$ cat src/rtl/bram_b_reader.sv
// ---------------------------------------------------------------------------
// bram_b_reader: port-B read sequencer streaming BRAM words with backpressure.
// Optional start bounds check: BRAM_READER_BOUNDS_EN.  Rev 1.0
// ---------------------------------------------------------------------------
`default_nettype none

module bram_b_reader #(
  parameter int B_WIDTH         = 64,
  parameter int B_ADDRESS_WIDTH = 3,
  parameter int B_DEPTH         = 5,
  parameter int LEN_WIDTH       = 4
) (
  input  logic                       clk,
  input  logic                       rst,
  input  logic                       start,
  input  logic [B_ADDRESS_WIDTH-1:0] start_addr,
  input  logic [LEN_WIDTH-1:0]       start_len,
  output logic                       busy,
  output logic                       done,
  output logic                       err,
  output logic                       enb,
  output logic                       web,
  output logic [B_ADDRESS_WIDTH-1:0] addrb,
  input  logic [B_WIDTH-1:0]         doutb,
  output logic                       m_valid,
  input  logic                       m_ready,
  output logic [B_WIDTH-1:0]         m_data,
  output logic                       m_last
);

  typedef enum logic [1:0] {
    S_IDLE  = 2'd0,
    S_READ  = 2'd1,
    S_DRAIN = 2'd2,
    S_DONE  = 2'd3
  } state_t;

  state_t                     state_q, state_d;
  logic [B_ADDRESS_WIDTH-1:0] rd_addr_q, rd_addr_d;
  logic [LEN_WIDTH-1:0]       issue_cnt_q, issue_cnt_d;
  logic [LEN_WIDTH-1:0]       beat_cnt_q, beat_cnt_d;
  logic                       inflight_q, inflight_d;
  logic                       inflight_last_q, inflight_last_d;
  logic [B_WIDTH-1:0]         fifo_data_q [2];
  logic [B_WIDTH-1:0]         fifo_data_d [2];
  logic [1:0]                 fifo_last_q, fifo_last_d;
  logic                       wr_ptr_q, wr_ptr_d;
  logic                       rd_ptr_q, rd_ptr_d;
  logic [1:0]                 count_q, count_d;

  logic       pop;
  logic       issue;
  logic       cmd_ok;
  logic       reject;
  logic [2:0] occ;

`ifdef BRAM_READER_BOUNDS_EN
  logic err_q, err_d;
  // Sum widened by one bit so a maximal address plus length cannot alias.
  assign reject = ({1'b0, start_len} + (LEN_WIDTH+1)'(start_addr)) > (LEN_WIDTH+1)'(B_DEPTH);
  assign err    = err_q;
`else
  logic unused_depth;
  assign unused_depth = (B_DEPTH == 0);
  assign reject       = 1'b0;
  assign err          = 1'b0;
`endif

  // Occupancy after this cycle's pop; a new read may only fill a free slot.
  assign pop    = (count_q != 2'd0) & m_ready;
  assign occ    = {1'b0, count_q} + {2'b00, inflight_q} - {2'b00, pop};
  assign issue  = (state_q == S_READ) && (occ < 3'd2);
  assign cmd_ok = start && ((state_q == S_IDLE) || (state_q == S_DONE));

  always_comb begin
    state_d         = state_q;
    rd_addr_d       = rd_addr_q;
    issue_cnt_d     = issue_cnt_q;
    beat_cnt_d      = beat_cnt_q;
    fifo_data_d     = fifo_data_q;
    fifo_last_d     = fifo_last_q;
    wr_ptr_d        = wr_ptr_q;
    rd_ptr_d        = rd_ptr_q;
    inflight_d      = issue;
    inflight_last_d = issue && (issue_cnt_q == LEN_WIDTH'(1));
`ifdef BRAM_READER_BOUNDS_EN
    err_d           = 1'b0;
`endif

    if (pop) begin
      beat_cnt_d = beat_cnt_q - LEN_WIDTH'(1);
      rd_ptr_d   = ~rd_ptr_q;
    end
    if (inflight_q) begin
      fifo_data_d[wr_ptr_q] = doutb;
      fifo_last_d[wr_ptr_q] = inflight_last_q;
      wr_ptr_d              = ~wr_ptr_q;
    end
    count_d = count_q + {1'b0, inflight_q} - {1'b0, pop};

    case (state_q)
      S_IDLE, S_DONE: begin
        if (cmd_ok) begin
          if (reject) begin
            state_d = S_DONE;
`ifdef BRAM_READER_BOUNDS_EN
            err_d   = 1'b1;
`endif
          end else if (start_len == '0) begin
            state_d = S_DONE;
          end else begin
            rd_addr_d   = start_addr;
            issue_cnt_d = start_len;
            beat_cnt_d  = start_len;
            state_d     = S_READ;
          end
        end else begin
          state_d = S_IDLE;
        end
      end
      S_READ: begin
        if (issue) begin
          rd_addr_d   = rd_addr_q + B_ADDRESS_WIDTH'(1);
          issue_cnt_d = issue_cnt_q - LEN_WIDTH'(1);
          if (issue_cnt_q == LEN_WIDTH'(1)) state_d = S_DRAIN;
        end
      end
      S_DRAIN: begin
        if (pop && (beat_cnt_q == LEN_WIDTH'(1))) state_d = S_DONE;
      end
      default: state_d = S_IDLE;
    endcase
  end

  always_ff @(posedge clk) begin
    if (rst) begin
      state_q         <= S_IDLE;
      rd_addr_q       <= '0;
      issue_cnt_q     <= '0;
      beat_cnt_q      <= '0;
      inflight_q      <= 1'b0;
      inflight_last_q <= 1'b0;
      fifo_data_q[0]  <= '0;
      fifo_data_q[1]  <= '0;
      fifo_last_q     <= 2'b00;
      wr_ptr_q        <= 1'b0;
      rd_ptr_q        <= 1'b0;
      count_q         <= 2'd0;
`ifdef BRAM_READER_BOUNDS_EN
      err_q           <= 1'b0;
`endif
    end else begin
      state_q         <= state_d;
      rd_addr_q       <= rd_addr_d;
      issue_cnt_q     <= issue_cnt_d;
      beat_cnt_q      <= beat_cnt_d;
      inflight_q      <= inflight_d;
      inflight_last_q <= inflight_last_d;
      fifo_data_q     <= fifo_data_d;
      fifo_last_q     <= fifo_last_d;
      wr_ptr_q        <= wr_ptr_d;
      rd_ptr_q        <= rd_ptr_d;
      count_q         <= count_d;
`ifdef BRAM_READER_BOUNDS_EN
      err_q           <= err_d;
`endif
    end
  end

  assign busy    = (state_q == S_READ) || (state_q == S_DRAIN);
  assign done    = (state_q == S_DONE);
  assign enb     = issue;
  assign web     = 1'b0;
  assign addrb   = rd_addr_q;
  assign m_valid = (count_q != 2'd0);
  assign m_data  = fifo_data_q[rd_ptr_q];
  assign m_last  = fifo_last_q[rd_ptr_q] & m_valid;

endmodule

`default_nettype wire

$ cat config.mk
export PLATFORM = sky130hd
export DESIGN_NAME = bram_b_reader
export DESIGN_NICKNAME = d
export VERILOG_FILES = /design/src/rtl/bram_b_reader.sv
export SDC_FILE = /design/constraint.sdc
export NUM_CORES = 1
export LEC_CHECK = 0
export ABC_AREA = 1
export CORE_ASPECT_RATIO = 1.25
export CORE_MARGIN = 5
export CORE_UTILIZATION = 45
export CTS_BUF_LIST = sky130_fd_sc_hd__clkbuf_16
export DETAILED_ROUTE_END_ITERATION = 6
export PLACE_DENSITY = 0.86
export SLEW_MARGIN = 25
export SYNTH_ARGS = -nofsm -noshare
export SYNTH_HDL_FRONTEND = slang
export SYNTH_SLANG_ARGS = --single-unit
$ cat constraint.sdc
create_clock -name clk -period 2.5 [get_ports clk]
set_input_delay 0.625 -clock clk [delete_from_list [all_inputs] [get_ports clk]]
set_output_delay 0.625 -clock clk [all_outputs]
set_load 0.01 [all_outputs]
### Word level (Yosys, flattened, before mapping)

Cells that the tools add are included.

| cells by class | value |
|---|---|
| bitwise operators | 6 |
| reductions and logical operators | 15 |
| eq/ne operators | 10 |
| order comparisons | 7 |
| $add $sub $neg | 7 |
| multiplexer cells | 29 |

Operator list:

| kind | count |
|---|---|
| two-way mux 64 bit | 4 |
| bitwise mux 128 bit | 1 |
| demux 64 bit (select 1 bit) | 1 |
| two-way mux 4 bit | 7 |
| two-way mux 2 bit | 5 |
| two-way mux 3 bit | 3 |
| == test 4 x 1 -> 1 bit, second input constant | 2 |
| != test 2 bit, second input constant | 4 |
| case mux 4 bit (2 select lines) | 1 |
| subtractor 4 x 1 -> 4 bit, second input constant | 2 |
| logical AND 1 bit | 6 |
| case mux 2 bit (3 select lines) | 1 |
| case mux 3 bit (2 select lines) | 1 |
| == test 2 bit, second input constant | 2 |
| greater-or-equal comparator 2 bit, second input constant | 2 |
| zero test 4 bit | 1 |
| less-than comparator 1 x 2 -> 1 bit, second input constant | 2 |
| inverter 1 -> 2 bit | 2 |
| AND reduction 4 bit | 1 |
| nonzero test 2 bit | 2 |
| adder 2 x 1 -> 3 bit | 1 |
| adder 3 x 1 -> 3 bit, second input constant | 1 |
| less-than comparator 3 x 2 -> 1 bit, second input constant | 1 |
| two-way mux 1 bit | 3 |
| 15 further kinds | 18 |

| word-level totals | value |
|---|---|
| logic and storage cells | 86 |
| bits of input ports | 75 |
| flip-flop bits (word level) | 149 |
| output and inout port bits | 74 |

### Logic depth before layout (Yosys ltp)

Gate-level depths: netlist of the first run.

| depth | value |
|---|---|
| word-level depth | 7 |
| depth in mapped cells | 14 |
| depth with buffers taken out | 14 |

### Least setup slack after synthesis of the first run

Ideal clock, no wire load.

| path | value |
|---|---|
| path kind | input -> output |
| start point | input m_ready |
| end point | output enb |
| data required time | 1.875 ns |
| path buffers | 0 |
| arrival | 1.928 ns |
| cell stages on the path | 9 |
| setup slack | -0.053 ns |
| cell sequence | inv_1 nor2_4 nand2_1 o21ai_0 ha_1 fa_1 inv_1 nand3_2 nor2_1 |

| between the ends | value |
|---|---|
| word-level cells in the longest chain between the ends | 4 |

Ends and longest elaborated chain:

| element | line | text |
|---|---|---|
| start: declaration | 26 | `input logic m_ready,` |
| AND 1 bit | 70 | `assign pop = (count_q != 2'd0) & m_ready;` |
| subtractor 3 x 1 -> 3 bit | 71 | `assign occ = {1'b0, count_q} + {2'b00, inflight_q} - {2'b00, pop};` |
| less-than comparator 3 x 2 -> 1 bit | 72 | `assign issue = (state_q == S_READ) && (occ < 3'd2);` |
| logical AND 1 bit | 72 |  |
| end: declaration | 21 | `output logic enb,` |

Every way passes these cells.

### Final worst setup path of the first run

| path | value |
|---|---|
| start point | register count_q[0] |
| end point | output enb |

| between the ends | value |
|---|---|
| word-level cells in the longest chain between the ends | 5 |
| elaborated cells between the ends (all ways) | 6 |
| classes of those cells | add/sub: 2; order compare: 1; bitwise: 1; reduce/logical: 2 |

Ends and longest elaborated chain:

| element | line | text |
|---|---|---|
| start: declaration | 49 | `logic [1:0] count_q, count_d;` |
| start signal: assignment | 163 | `count_q <= count_d;` |
| branches (longest 2 deep; another with adder 2 x 1 -> 3 bit) | - |  |
| subtractor 3 x 1 -> 3 bit * | 71 |  |
| less-than comparator 3 x 2 -> 1 bit * | 72 |  |
| logical AND 1 bit * | 72 |  |

Every way passes the cells marked *.

==> implementation parameters, run 1 <==
Parameter                              Value

Drt
  Via Count    6371
  Count of nets left with antenna violations after detail routing    0
  Number of violations reported at the end of detailed-routing iteration 0    approximately 470
  Drt wl/cell    14.01 µm
  Initial DRT Pass Iterations    5
  Remaining DRCs    0
  Detailed Route WL    roughly 18 mm
  Number of vias per cell    between 4 and 5

Flow run
  Total of max-cap violations    0

STA
  Clock skew    0.01510 ns
  Final clock period utilization by the worst path    106.6%
  Final setup fails    1
  Max-slew violation count    0
  Final WS setup    -0.1661 ns
  Unrepaired setup endpoints after global routing    yes
  Worst Tran Pin Value    roughly 0.55 ns
  Hold violation count in the final report    0
  Max_slew headroom    63.51%
  Min Hold Slack    0.4801 ns
  Maximum operating frequency    375.1 MHz
  Minimum clock period after layout    between 2 and 3 ns

Critical path
  Category of the worst setup path launch point    register
  Crit-path max FO    2
  Most used cell, CP    nor2_4
  Crit path required time    1.88 ns
  Gate family responsible for the most delay along the worst path    adder cells
  Number of buffer and inverter instances along the worst setup path    2
  Slowest cell on crit path    fa_2
  Maximum single-stage delay on the critical path    0.54 ns
  Setup slack, reg-to-reg    0.33 ns
  Kind of capture point of the worst setup path    output pin
  Worst setup path category    register to output pin
  Cell-by-cell trace of the critical path    nor2_4 -> nor2_4 -> nand2_2 -> o21ai_2 -> ha_2 -> fa_2 -> inv_2 -> nand3_4 -> nor2_4 -> buf_6
  CP arrival    2.04 ns

Synthesis
  Most instantiated cells after synthesis    nor2_1, nand2_1, dfxtp_1, o21ai_0, o21ai_1
  Area share of the leading cell type in the synthesized netlist    45.80%
  Post-synthesis cell area    around 6500 µm²
  Number of instances in the synthesized netlist    954
  Flip-flop cell with the highest count after synthesis    dfxtp_1
  Post-synthesis sequential element count    approximately 150
  Avg Cell Area, Syn    6.827 µm²
  Number of distinct library cells after synthesis    29
  Most frequent cell after synthesis    nor2_1
  Number of synthesized flops with an enable pin    0
  Synth warn    0
  Largest cells by area after synthesis    dfxtp_1, nor2_1, nand2_1
  Library cell occupying the most area in the post-synthesis netlist    dfxtp_1
  Fraction of registers with async set or reset after synthesis    0%
  Sequential-to-total area share from yosys stat    45.80%

Placed design
  Number of buffers added on ports    between 100 and 150
  Placed cells    around 1200
  Detailed Place HPWL    11.15 mm
  Placer congestion estimate    0.8571
  Placed cell areas    8118 µm²

Die
  Starting density of the core    a little under half
  Vertical die dimension    144.5 µm
  Die ar.    16990 µm²
  Total I/O pin count    149
  Area inside the core boundary    around 14000 µm²
  Die width    roughly 120 µm
  Cell Rows    49

Final layout
  Count of antenna diodes in the layout    0
  Final instance count without filler cells    1281
  Fillers    about 1200
  Fraction of layout instances using a drive strength above 1    8.794%
  P&R area growth vs syn    35.83%
  Finished Cell Area    between 8000 and 9000 µm²
  FF+latch area    2989 µm²
  Final net count    roughly 1200
  Area of combinational cells with multiple inputs    slightly above 3000 µm²

Clock network
  Root cell of the clock tree    clkbuf_16
  Total clock sinks    roughly 150
  H-tree level count    4
  Post-CTS clock slew at the launch and capture registers of the worst setup and hold paths    0.06 ns
  Worst-skew pair later-pin latency    0.42 ns
  CTS tree    done
  Inserted Clock Buffers    17
  Buffers from clock root to sink, at most    2

Power and ir drop
  Power per cell area    1010 nW/µm²
  Peak supply drop    roughly 720 µV
  Leakage power of the design    about 4 nW
  Final Total Pwr    0.008932 W

Global routing
  Overall overflow remaining after global route    0
  Largest net degree at the start of global routing    76
  Via count of the first global-routing pass    6008
  Aggregate global-route resource usage    20.56%
  First-pass GRT wire length    28.68 mm
  Number of antenna violations at the first check in global routing    0

Status
  Outcome    finished, violations left
  Violations in the final reports    negative setup slack

Hold path
  Hold Crit Class    register to register
cell families after synthesis:
kind of cell / share of synthesized area [%]
buffers and inverters: 7.166
other: 0.05758
flip-flops: 45.80
adder cells (fa/ha/maj): 2.037
AND/OR/NAND/NOR: 32.93
AO/OA/AOI/OAI: 12.01
report_power, final:
part	total [W]	switching (W)	leakage [nW]	internal [W]
registers	0.00307	0.000269	1.21	0.00280
clock network	0.00248	0.000941	0.289	0.00154
logic	0.00338	0.00182	2.40	0.00157
total	0.00893	0.00303	3.90	0.00590
registers in the layout (all words and copies together), names as in the netlist:
register         flops
beat_cnt_q           4
addrb                3
inflight_last_q      1
inflight_q           1
fifo_data_q        128
fifo_last_q          2
wr_ptr_q             1
state_q              2
issue_cnt_q          4
rd_ptr_q             1
count_q              2
worst paths after layout:
| check | startpoint | to | depth (start not counted) |
|---|---|---|---|
| min | fifo_data_q[0]$_SDFFE_PP0P_ | fifo_data_q[0]$_SDFFE_PP0P_ | 2 |
| min reg2reg | fifo_data_q[0]$_SDFFE_PP0P_ | fifo_data_q[0]$_SDFFE_PP0P_ | 2 |
| max | count_q[0]$_SDFF_PP0_ | enb | 10 |
| max reg2reg | count_q[0]$_SDFF_PP0_ | addrb[0]$_SDFFE_PP0P_ | 14 |
through the flow:
stage          worst slack [ns]  TNS, ns  util (%)
2_1_floorplan          0.004222        0         -
3_3_place_gp            -0.9360   -4.147     56.83
3_5_place_dp             -1.061   -5.732     56.83
4_1_cts                 -0.2517  -0.2517     61.43
5_1_grt                 -0.2664  -0.2740     61.93
6_report                -0.1661  -0.1661     61.93
layout by cell type, fill, tap and decap left out, drive strengths merged:
cell type	Yosys	final
bufinv	0	3
buf	38	34
nand3	10	10
nor3	2	2
clkbuf	24	18
a21oi	10	10
o211ai	1	1
conb	1	2
clkinv	0	10
nor2	288	288
nand2	248	248
inv	27	28
clkdlybuf4s50	0	139
nand4	2	2
ha	9	9
dfxtp	149	149
dlymetal6s2s	0	3
o21ai	141	141
o21bai	1	1
or2	2	2
dlygate4sd2	0	2
fa	1	1
worst register-to-register path, stage by stage, from the launching register on:
cell,delay [ns]
dfxtp_2,0.33
nor2_4,0.14
nor2_4,0.05
nand2_2,0.07
o21ai_2,0.06
ha_2,0.18
fa_2,0.54
inv_2,0.06
nand3_4,0.07
buf_4,0.11
nand2_1,0.07
nand2_2,0.17
inv_4,0.09
nor2_1,0.09
nor2_1,0.05
routing by layer:
layer | wire (µm) | share of wire [%] | vias up | global-route usage (%)
met3 | 1160 | 6.5 | 32 | 4.577
li1 | - | - | 3252 | -
met2 | 9066 | 51 | 220 | 36.77
met5 | 0 | 0 | - | 0
met1 | 7287 | 41 | 2867 | 23.92
met4 | 426 | 2.4 | 0 | 8.394
layout make-up:
cell class / count / share of cell area [%]
tap: 178 / 2.518
clock inverter: 14 / 1.641
clock buffer: 17 / 4.809
sequential: 149 / 33.79
inverter: 27 / 1.273
timing repair buffer: 179 / 20.92
multi-input combinational: 717 / 35.05
what timing repair did:
action / in CTS / in global routing
buffers inserted: 3 / 2
resized for setup: 27 / 11
hold buffers: 0 / 0
pin swaps: 5 / 3
setup endpoints to repair: 61 / 37
gates cloned: 1 / 1
Power figures use the tool's default switching activity.
==> run 2: changes to the inputs <==
--- a/config.mk
+++ b/config.mk
@@ -10,6 +10,7 @@
 export CORE_MARGIN = 5
 export CORE_UTILIZATION = 45
 export CTS_BUF_LIST = sky130_fd_sc_hd__clkbuf_16
+export CTS_CLUSTER_DIAMETER = 150
 export DETAILED_ROUTE_END_ITERATION = 6
 export PLACE_DENSITY = 0.86
 export SLEW_MARGIN = 25
==> results of run 2 <==
No change in the layout: final DEF, timing and power equal those of run 1.
==> run 3: changes to the inputs <==
--- a/config.mk
+++ b/config.mk
@@ -5,7 +5,6 @@
 export SDC_FILE = /design/constraint.sdc
 export NUM_CORES = 1
 export LEC_CHECK = 0
-export ABC_AREA = 1
 export CORE_ASPECT_RATIO = 1.25
 export CORE_MARGIN = 5
 export CORE_UTILIZATION = 45
==> run 3 against run 2 <==
Compared with the run above:
- die area decreased by 1.6%
- hold slack got worse by 0.031 ns
- largest cell class unchanged
- via count decreased by 8.2%
- largest power group is now sequential cells
- clock power decreased by 6%
- the flow still finishes with violations (negative setup slack)
- sequential power decreased by 9.8%
- core utilization increased by 3.2 points
- sequential share of layout area decreased by 0.73 points
==> implementation parameters, run 3 <==
Parameter                              Value

Final layout
  Final net count    1011 (-14%)
  Util after Layout    65.13% (+3.2 points)
  Area of combinational cells with multiple inputs    3169 µm² (+2.2%)
  Most used cells in the layout excluding fill and tap cells    nand2_1, dfxtp_1, a21oi_1
  Count of antenna diodes in the layout    0 (unchanged)
  FF+latch area    2988 µm² (about the same)
  Fillers    1085 (-11%)
  Fraction of layout instances using a drive strength above 1    15.92% (+7.1 points)
  P&R area growth vs syn    41.19%
  Most frequent standard cell in the layout excluding fill and tap cells    nand2_1
  Number of flip-flops under the largest register name    128 (unchanged)
  Register with the most flip-flops    fifo_data_q
  Largest registers    fifo_data_q: 128 flops, beat_cnt_q: 4 flops, issue_cnt_q: 4 flops

Global routing
  Aggregate global-route resource usage    19.82% (-0.73 points)
  First-pass GRT wire length    26.57 mm (-7.3%)
  Number of antenna violations at the first check in global routing    0 (unchanged)
  Via count of the first global-routing pass    5563 (-7.4%)
  Overall overflow remaining after global route    0 (unchanged)
  Largest net degree at the start of global routing    67 (-12%)

Synthesis
  Most instantiated cells after synthesis    nand2_1, dfxtp_1, a21oi_1, mux2_2, clkbuf_1
  Most frequent cell after synthesis    nand2_1
  Post-synthesis cell area    6400 µm² (-1.7%)
  Synth warn    0 (unchanged)
  Avg Cell Area, Syn    8.216 µm² (+20%)
  Number of instances in the synthesized netlist    779 (-18%)
  Fraction of registers with async set or reset after synthesis    0% (unchanged)
  Number of distinct library cells after synthesis    44 (+52%)
  Flip-flop cell with the highest count after synthesis    dfxtp_1
  Sequential-to-total area share from yosys stat    46.61% (+0.81 points)
  Area share of the leading cell type in the synthesized netlist    46.61% (+0.81 points)
  Largest cells by area after synthesis    dfxtp_1, nand2_1, mux2_2
  Library cell occupying the most area in the post-synthesis netlist    dfxtp_1
  Number of synthesized flops with an enable pin    0 (unchanged)
  Post-synthesis sequential element count    149 (unchanged)

Die
  Die width    116.7 µm (-0.80%)
  Vertical die dimension    143.3 µm (-0.81%)
  Die ar.    16720 µm² (-1.6%)
  Total I/O pin count    149 (unchanged)
  Area inside the core boundary    13870 µm² (-2.9%)
  Cell Rows    48 (-2.0%)
  Starting density of the core    46.13% (+0.54 points)

Critical path
  Cell-by-cell trace of the critical path    inv_2 -> nand3_2 -> o21ai_2 -> ha_2 -> fa_2 -> xnor2_4 -> nor2_4 -> nand2_2 -> inv_2 -> buf_6
  Crit path capture    enb
  Kind of capture point of the worst setup path    output pin
  Crit Reg-Reg Startpoint    count_q[0]$_SDFF_PP0_
  Crit-path max FO    3 (+1)
  Critical Path Source    count_q[0]$_SDFF_PP0_
  Worst setup path category    register to output pin
  Slowest cell on crit path    fa_2
  Category of the worst setup path launch point    register
  Crit path required time    1.88 ns (about the same)
  Worst R2R Path Depth    10 (-4)
  Worst reg2reg path endpoint    issue_cnt_q[3]$_SDFFE_PP0P_
  Setup slack, reg-to-reg    0.17 ns (-0.16 ns)
  Most used cell, CP    inv_2
  Maximum single-stage delay on the critical path    0.40 ns (-0.14 ns)
  CP arrival    2.00 ns (-0.04 ns)

Clock network
  CTS hold repair buffers    0 (unchanged)
  Total clock sinks    149 (unchanged)
  Root cell of the clock tree    clkbuf_16
  H-tree level count    4 (unchanged)
  CTS tree    done
  Buffers from clock root to sink, at most    2 (unchanged)
  Inserted Clock Buffers    17 (unchanged)
  Post-CTS clock slew at the launch and capture registers of the worst setup and hold paths    0.06 ns (about the same)
  Worst-skew pair later-pin latency    0.41 ns (about the same)

STA
  Hold violation count in the final report    0 (unchanged)
  Sum of negative setup slack    -0.1281 ns (+0.03804 ns)
  Min Hold Slack    0.4494 ns (-0.03065 ns)
  Maximum operating frequency    380.5 MHz (+1.4%)
  Max_slew headroom    47.73% (-16 points)
  Final clock period utilization by the worst path    105.1% (-1.5 points)
  Unrepaired setup endpoints after global routing    yes
  Minimum clock period after layout    2.628 ns (-0.03804 ns)
  Final setup fails    1 (unchanged)
  Max-slew violation count    0 (unchanged)
  Worst Tran Pin Value    0.7788 ns (+0.2315 ns)
  Final WS setup    -0.1281 ns (+0.03804 ns)
  Clock skew    0.005774 ns (-0.009324 ns)

Drt
  Number of vias per cell    5.265 (+5.9%)
  Wire length on met1    7.023 mm (-3.6%)
  Drt wl/cell    15.77 µm (+13%)
  Uppermost layer routed    met4
  Routed wire length on met2    8.938 mm (-1.4%)
  Detailed Route WL    17.52 mm (-2.4%)
  Via Count    5849 (-8.2%)
  Count of nets left with antenna violations after detail routing    0 (unchanged)
  Remaining DRCs    0 (unchanged)
  Routed wire length on met3    1.150 mm (-0.86%)
  Number of violations reported at the end of detailed-routing iteration 0    575 (+22%)
  Initial DRT Pass Iterations    5 (unchanged)

Status
  Violations in the final reports    negative setup slack
  Outcome    finished, violations left

Flow run
  Total of max-cap violations    0 (unchanged)

Power and ir drop
  Leakage power of the design    4.173 nW (+7.0%)
  Peak supply drop    502.1 µV (-30%)
  Power per cell area    779.5 nW/µm² (-23%)

Placed design
  Number of buffers added on ports    146 (unchanged)
  Detailed Place HPWL    11.12 mm (-0.29%)
  Placer congestion estimate    0.7915 (-7.7%)

Hold path
  Hold Crit Class    register to register
run 3: timing repair:
action                                  in CTS  in global routing
pin swaps                                    6                  5
buffers inserted                             4                  7
endpoints found under the setup margin      63                 42
resized for setup                           27                 49
cloned                                       0                  4
run 3: cell families after synthesis:
group | share of synthesized area (%)
multiplexers | 11.73
flip-flops | 46.61
AND/OR/NAND/NOR | 18.75
buffers and inverters | 4.692
adder cells (fa/ha/maj) | 2.072
other | 0.05859
XOR/XNOR | 0.8017
AO/OA/AOI/OAI | 15.29
run 3: stage by stage:
step	total power, W	cells	setup WS, ns	area [µm²]
after global placement	0.004666	1067	-0.8807	8193
after CTS	0.007034	1100	-0.09939	8736
final	0.007044	1111	-0.1281	9036
after floorplan	0.003875	780	0.01260	6445
after detailed placement	0.004700	1067	-0.8941	8193
after global routing	0.007405	1111	-0.2283	9036
run 3: cell type report:
type	instances	share of cell area (%)
clock buffers	17	4.708
repair buffers	185	22.94
well taps	175	2.423
multi-input cells	557	35.07
clock inverters	12	1.122
inverters	16	0.6646
flip-flops and latches	149	33.07
run 3: worst max-delay path: cells and delay by family (launching register included):
kind | cells | cell delay (ns)
adders and majority gates | 2 | 0.58
DFF | 1 | 0.33
xor gates and xnor gates | 1 | 0.17
buffers and inverters | 3 | 0.20
AOI/OAI and AO/OA | 1 | 0.06
and+or+nand+nor | 3 | 0.24
run 3: how the worst min path moves through the flow:
stage                                              from                       endpoint  slack (ns)  depth (start not counted)
final                      fifo_data_q[60]$_SDFFE_PP0P_   fifo_data_q[60]$_SDFFE_PP0P_        0.45                          2
after global routing      fifo_data_q[103]$_SDFFE_PP0P_  fifo_data_q[103]$_SDFFE_PP0P_        0.47                          2
after CTS                  fifo_data_q[43]$_SDFFE_PP0P_   fifo_data_q[43]$_SDFFE_PP0P_        0.45                          2
after detailed placement   fifo_data_q[43]$_SDFFE_PP0P_   fifo_data_q[43]$_SDFFE_PP0P_        0.44                          2
after global placement     fifo_data_q[51]$_SDFFE_PP0P_   fifo_data_q[51]$_SDFFE_PP0P_        0.44                          2
after floorplan              inflight_last_q$_SDFF_PP0_    fifo_last_q[0]$_SDFFE_PP0P_        0.43                          2
run 3: per-layer routing:
metal	up-vias	GRT usage, %
met5	-	0
met4	0	7.246
met3	29	5.350
met2	181	34.15
met1	2766	23.56
li1	2873	-
run 3: report_power, final:
part           switching, W  internal [W]
Combinational      0.000990      0.000968
Clock              0.000900       0.00142
Sequential         0.000163       0.00260
